File: config.mk
export PLATFORM = sky130hd
export DESIGN_NAME = hazard_scoreboard
export DESIGN_NICKNAME = d
export VERILOG_FILES = /design/src/rtl/hazard_scoreboard.sv
export SDC_FILE = /design/constraint.sdc
export NUM_CORES = 1
export LEC_CHECK = 0
export ABC_AREA = 1
export CAP_MARGIN = 10
export CORE_MARGIN = 4
export CORE_UTILIZATION = 30
export CTS_BUF_LIST = sky130_fd_sc_hd__clkbuf_8
export CTS_CLUSTER_DIAMETER = 30
export DETAILED_ROUTE_END_ITERATION = 6
export GPL_TIMING_DRIVEN = 0
export SLEW_MARGIN = 0
export SYNTH_ARGS = -nofsm -noshare
export SYNTH_HDL_FRONTEND = slang
export SYNTH_SLANG_ARGS = --single-unit
File: constraint.sdc
create_clock -name clk -period 3.72 [get_ports clk]
set_input_delay 1.116 -clock clk [delete_from_list [all_inputs] [get_ports clk]]
set_output_delay 1.116 -clock clk [all_outputs]
set_load 0.03 [all_outputs]
File: src/rtl/hazard_scoreboard.sv
// ---------------------------------------------------------------------------
// hazard_scoreboard
//
// Register scoreboard and hazard unit for an in-order pipeline that has
// long-latency operations (loads, divides, ...). A pending bit per
// architectural register tracks in-flight long-latency writes. Decode is
// stalled on RAW/WAW hazards against those writes, or when a new
// long-latency op cannot be issued. A small FSM drains all in-flight writes
// for fences and traps.
//
// Optional build macro: HAZARD_SCOREBOARD_PERF_EN
//   defined   -> stall_cycles counts cycles with hazD=1 and halt=0
//                (saturating at 32'hFFFF_FFFF)
//   undefined -> stall_cycles is tied to 0 and no counter is built
//
// Ports
//   clk, reset            rising-edge clock, synchronous active-high reset
//   halt                  freezes the front end (stalls, suppresses bubble)
//   Rs1D, Rs2D, RdD       decode-stage register indices
//   UsesRs1D, UsesRs2D    decode operand-use flags
//   RegWriteD, IsLongD    decode writes rd / decode op is long-latency
//   issue_valid/issue_rd  long-latency op leaving E, marks rd pending
//   cpl_valid/cpl_rd      long-latency writeback, clears rd pending
//   drain_req/drained     fence/trap drain handshake
//   StallF, StallD        fetch and decode stall
//   BubbleE               insert a bubble into E
//   issue_ready           a long-latency op may issue this cycle
//   pending               per-register pending bits
//   outstanding           number of in-flight long-latency writes
//   err                   sticky protocol-error flag
//   stall_cycles          hazard stall performance counter
// ---------------------------------------------------------------------------
module hazard_scoreboard #(
  parameter int NUM_REGS        = 32,
  parameter int REG_AW          = 5,
  parameter int MAX_OUTSTANDING = 4
) (
  input  logic                                   clk,
  input  logic                                   reset,
  input  logic                                   halt,
  input  logic [REG_AW-1:0]                      Rs1D,
  input  logic [REG_AW-1:0]                      Rs2D,
  input  logic [REG_AW-1:0]                      RdD,
  input  logic                                   UsesRs1D,
  input  logic                                   UsesRs2D,
  input  logic                                   RegWriteD,
  input  logic                                   IsLongD,
  input  logic                                   issue_valid,
  input  logic [REG_AW-1:0]                      issue_rd,
  input  logic                                   cpl_valid,
  input  logic [REG_AW-1:0]                      cpl_rd,
  input  logic                                   drain_req,
  output logic                                   drained,
  output logic                                   StallF,
  output logic                                   StallD,
  output logic                                   BubbleE,
  output logic                                   issue_ready,
  output logic [NUM_REGS-1:0]                    pending,
  output logic [$clog2(MAX_OUTSTANDING+1)-1:0]   outstanding,
  output logic                                   err,
  output logic [31:0]                            stall_cycles
);

  localparam int OW = $clog2(MAX_OUTSTANDING + 1);
  localparam logic [OW-1:0] MAX_CNT = OW'(MAX_OUTSTANDING);

  typedef enum logic [1:0] {
    ST_RUN     = 2'd0,
    ST_DRAIN   = 2'd1,
    ST_DRAINED = 2'd2
  } state_e;

  state_e                state_q, state_d;
  logic [NUM_REGS-1:0]   pending_q, pending_d;
  logic [OW-1:0]         outstanding_q, outstanding_d;
  logic                  err_q, err_d;

  logic                  issue_ev, cpl_ev;
  logic                  cpl_ok, cpl_err;
  logic                  issue_ok, issue_err;
  logic                  hazD;

  // A register index stalls a consumer if it is pending (or being issued
  // this cycle when allow_issue is set), unless it is x0 or its value is
  // being written back right now.
  function automatic logic reg_busy(input logic [REG_AW-1:0] idx,
                                    input logic              allow_issue);
    logic busy;
    busy = pending_q[idx] || (allow_issue && issue_valid && (issue_rd == idx));
    if (idx == '0)                      busy = 1'b0;
    if (cpl_valid && (cpl_rd == idx))   busy = 1'b0;
    return busy;
  endfunction

  // ---- scoreboard event qualification ----
  assign issue_ready = (outstanding_q < MAX_CNT) || cpl_valid;

  always_comb begin
    issue_ev  = issue_valid && (issue_rd != '0);
    cpl_ev    = cpl_valid && (cpl_rd != '0);
    cpl_ok    = cpl_ev && pending_q[cpl_rd];
    cpl_err   = cpl_ev && !pending_q[cpl_rd];
    issue_err = 1'b0;
    if (issue_ev) begin
      if (!issue_ready)
        issue_err = 1'b1;
      // Re-issue to a pending rd is legal only if that rd retires this cycle.
      if (pending_q[issue_rd] && !(cpl_ok && (cpl_rd == issue_rd)))
        issue_err = 1'b1;
      // issue_ready may be granted by a completion that turns out to be
      // ignored (rd=0 or not pending); the count must never exceed the cap.
      if ((outstanding_q >= MAX_CNT) && !cpl_ok)
        issue_err = 1'b1;
    end
    issue_ok = issue_ev && !issue_err;
  end

  // ---- next-state of pending / outstanding / err ----
  always_comb begin
    pending_d     = pending_q;
    outstanding_d = outstanding_q;
    err_d         = err_q | issue_err | cpl_err;
    if (cpl_ok)
      pending_d[cpl_rd] = 1'b0;
    // Set after clear so a same-rd issue+completion leaves the bit set.
    if (issue_ok)
      pending_d[issue_rd] = 1'b1;
    if (issue_ok && !cpl_ok)
      outstanding_d = outstanding_q + OW'(1);
    else if (!issue_ok && cpl_ok)
      outstanding_d = outstanding_q - OW'(1);
  end

  // ---- hazard detection ----
  always_comb begin
    hazD = 1'b0;
    if (UsesRs1D && reg_busy(Rs1D, 1'b1))   hazD = 1'b1;
    if (UsesRs2D && reg_busy(Rs2D, 1'b1))   hazD = 1'b1;
    if (RegWriteD && reg_busy(RdD, 1'b0))   hazD = 1'b1;
    if (IsLongD && !issue_ready)            hazD = 1'b1;
  end

  // ---- drain FSM next state ----
  always_comb begin
    state_d = state_q;
    unique case (state_q)
      ST_RUN: begin
        if (drain_req) state_d = ST_DRAIN;
      end
      ST_DRAIN: begin
        if (!drain_req)
          state_d = ST_RUN;
        else if ((outstanding_q == '0) && !issue_valid)
          state_d = ST_DRAINED;
      end
      ST_DRAINED: begin
        if (!drain_req) state_d = ST_RUN;
      end
      default: state_d = ST_RUN;
    endcase
  end

  // ---- outputs ----
  always_comb begin
    StallF  = hazD || halt || (state_q != ST_RUN);
    StallD  = StallF;
    BubbleE = (hazD || (state_q == ST_DRAIN)) && !halt;
    drained = (state_q == ST_DRAINED);
  end

  assign pending     = pending_q;
  assign outstanding = outstanding_q;
  assign err         = err_q;

  // ---- state registers ----
  always_ff @(posedge clk) begin
    if (reset) begin
      state_q       <= ST_RUN;
      pending_q     <= '0;
      outstanding_q <= '0;
      err_q         <= 1'b0;
    end else begin
      state_q       <= state_d;
      pending_q     <= pending_d;
      outstanding_q <= outstanding_d;
      err_q         <= err_d;
    end
  end

`ifdef HAZARD_SCOREBOARD_PERF_EN
  logic [31:0] stall_cnt_q;

  function automatic logic [31:0] sat_inc32(input logic [31:0] v);
    return (v == 32'hFFFF_FFFF) ? v : v + 32'd1;
  endfunction

  always_ff @(posedge clk) begin
    if (reset)
      stall_cnt_q <= 32'd0;
    else if (hazD && !halt)
      stall_cnt_q <= sat_inc32(stall_cnt_q);
  end

  assign stall_cycles = stall_cnt_q;
`else
  assign stall_cycles = 32'd0;
`endif

endmodule
==> metrics <==
hold crit path type flop to flop; Reg area 761 um^2; ys async rst share 0; First DRT Iteration DRCs 662; Critical path buffers and inverters 3; first-pass GRT wire length 28,800 um; final hold vios 0; CTS tree done; fin crit share 0.971; number of global-route vias before repair 5,337; crit path DAT 2490 ps; Root Buffer clkbuf_8; top post-synthesis cells by area nand2_1 20%, dfxtp_1 17%, nand3_1 9.4%; die area 16,700 um^2; Ant. Diodes 0; RR Startpoint pending[28]; Tightest Pin Transition 585 ps; Mapped Avg Cell Area 5.56 um^2; Die Height 129 um; total global-route track usage 0.216; flops & latches, synth 38; R2R Setup Slk 940 ps; placed cells 1,074; Clock Path Buffers 2; Max VDD drop 215 uV; Final Setup Violations 0; CP startpoint kind primary input; fin crit period 3610 ps; sequential fraction of the synthesis area 0.172; grt ovf 0; Achievable Freq 0.277 GHz; Synth top area share 0.195; status finished, final reports clean; RD Place Congestion 0.964; CP Cell Sequence clkdlybuf4s50_1 > inv_2 > a21oi_1 > nand4_1 > nand3_1 > nand2_2 > nand4_1 > buf_2; Synth Warn # 0; slew margin rel. 0.609; I/O pin cnt 108; clock sinks 38; DP HPWL 14,200 um; fin cells 1,092; FF-to-FF End outstanding[2]; largest net degree at the start of global routing 12; Buffers on Ports 64; final wirelength 18,300 um; area of the multi-input gates 3000 um^2; Initial Util 0.305; slowest CP cell clkdlybuf4s50_1; Layout Nets 944; area leader, netlist nand2_1; core footprint 14,500 um^2; predominant post-synthesis flop cell dfxtp_1; Final Max Tran Viols 0; TritonCTS Buffers 5; row cnt 44; hold path cells 1; Worst Setup End Kind primary output; Final ANT Viol Nets 0; Layout area overhead 32.2%; Vias 5,658; Cell Area, Synth 4420 um^2; CTS hold repair buffers 0; Remaining DRCs 0; hold path endpoint state_q[1]; Worst Hold Launch state_q[1]; Pwr Density 227 nW/um^2; Reg clk slew, reported paths 80 ps; Worst-Skew Late Latency 300 ps; Synth cell types 38; cell family with most CP delay buffers and inverters; LEAKAGE 2.61 nW; final clock skew 8.19 ps; worst r2r path cells 19; Pre-antenna DRT Iters 5; CP most frequent cell nand4_1; max_cap viols 0; CP Max Fanout 3; Die Width 129 um; CTS H-tree lvls 2; hold_ws 494 ps; max incr delay on CP 540 ps; cell count after synthesis 795; Vias/cell 5.18; Setup CP Type primary input to primary output; Post-synth EDFFs 0; antenna violations before repair 0; final-layout fill cell count 1,622; CP required 2600 ps; post-DR wirelength/cell 16.7 um; layout cells sized above 1 0.172
per-stage QoR:
step | power, W | area (um^2) | TNS [ps] | worst slack [ps] | utilization
after detailed placement | 0.000989 | 5470 | -4420 | -1060 | 0.378
after global routing | 0.00140 | 5840 | -2.24 | -2.24 | 0.403
after floorplan | 0.000829 | 4600 | 0 | 3.72 | -
after global placement | 0.000989 | 5470 | -4400 | -1040 | 0.378
final | 0.00132 | 5840 | 0 | 110 | 0.403
after CTS | 0.00130 | 5660 | 0 | 1.90 | 0.391
flip-flops by register name, indices dropped and copies added (netlist names):
register	count
err	1
pending	32
state_q	2
outstanding	3
cell families (layout without fill, tap and decap cells):
family / Yosys count / count (layout) / synth area share
buffers and inverters: 166 / 248 / 0.194
other: 1 / 32 / 0.000849
and+or+nand+nor: 450 / 450 / 0.451
DFF: 38 / 38 / 0.172
xor gates and xnor gates: 7 / 7 / 0.0139
adders and majority gates: 2 / 2 / 0.00737
AOI/OAI and AO/OA: 131 / 131 / 0.161
repair_timing:
| action | in CTS | in global routing |
|---|---|---|
| setup endpoints to repair | 6 | 4 |
| gates resized for setup | 81 | 72 |
| buffers inserted | 4 | 4 |
| pin swaps | 2 | 9 |
| cloned | 2 | 2 |
| endpoints found under the hold margin | 0 | 0 |
final cells by class:
type	instances	area share
plain buffers	78	0.116
clock buffers	6	0.0141
clock inverters	2	0.00150
inverters	87	0.0645
multi-input cells	622	0.514
flip-flops and latches	38	0.130
well taps	184	0.0394
repair buffers	74	0.119
repair inverters	1	0.000643
power breakdown:
part | total, W | switching, W | internal [W]
Combinational | 0.000582 | 0.000365 | 0.000217
Clock | 0.000303 | 0.000156 | 0.000147
Sequential | 0.000438 | 0.0000180 | 0.000420
Total | 0.00132 | 0.000539 | 0.000784
placed cells by master (no fill, tap or decap), types with 14 or more instances in the layout:
master	synthesis	final
a21oi_1	58	56
buf_4	40	48
clkdlybuf4s50_1	0	46
conb_1	1	32
dfxtp_1	38	38
inv_1	77	69
nand2_1	230	225
nand3_1	83	82
nand4_1	44	44
nor2_1	60	60
o21ai_0	27	26
o21ai_1	18	18
o22ai_1	14	14
worst max path at each step:
| stage | from | end | cells after the start |
|---|---|---|---|
| 6_report | issue_valid | StallD | 8 |
| 5_1_grt | cpl_rd[4] | StallD | 11 |
| 4_1_cts | Rs1D[1] | StallF | 12 |
| 3_5_place_dp | Rs2D[0] | StallF | 13 |
| 3_3_place_gp | Rs2D[0] | StallF | 13 |
| 2_1_floorplan | RdD[0] | StallF | 13 |
synthesized netlist by cell type, types with 4 or more instances:
library cell and number:
xnor2_1 5, nand2_4 4, clkinv_1 5, buf_6 9
nor2_1 60, dfxtp_1 38, o22ai_1 14, o21ai_1 18
o21ai_0 27, buf_2 7, inv_2 4, nor3_1 18
nand4_1 44, buf_4 40, nand3_1 83, o211ai_1 8
a21oi_1 58, inv_1 77, nor2_2 5, clkbuf_1 20
nand2_1 230
per-layer routing:
layer / up-vias / GRT usage / routed length [um]
met4: 0 / 0.0574 / 406
met5: - / 0 / 0
met2: 281 / 0.363 / 8510
li1: 2789 / - / -
met3: 31 / 0.0223 / 1560
met1: 2557 / 0.295 / 7810
Note: power is estimated with default switching activity, not from simulation.
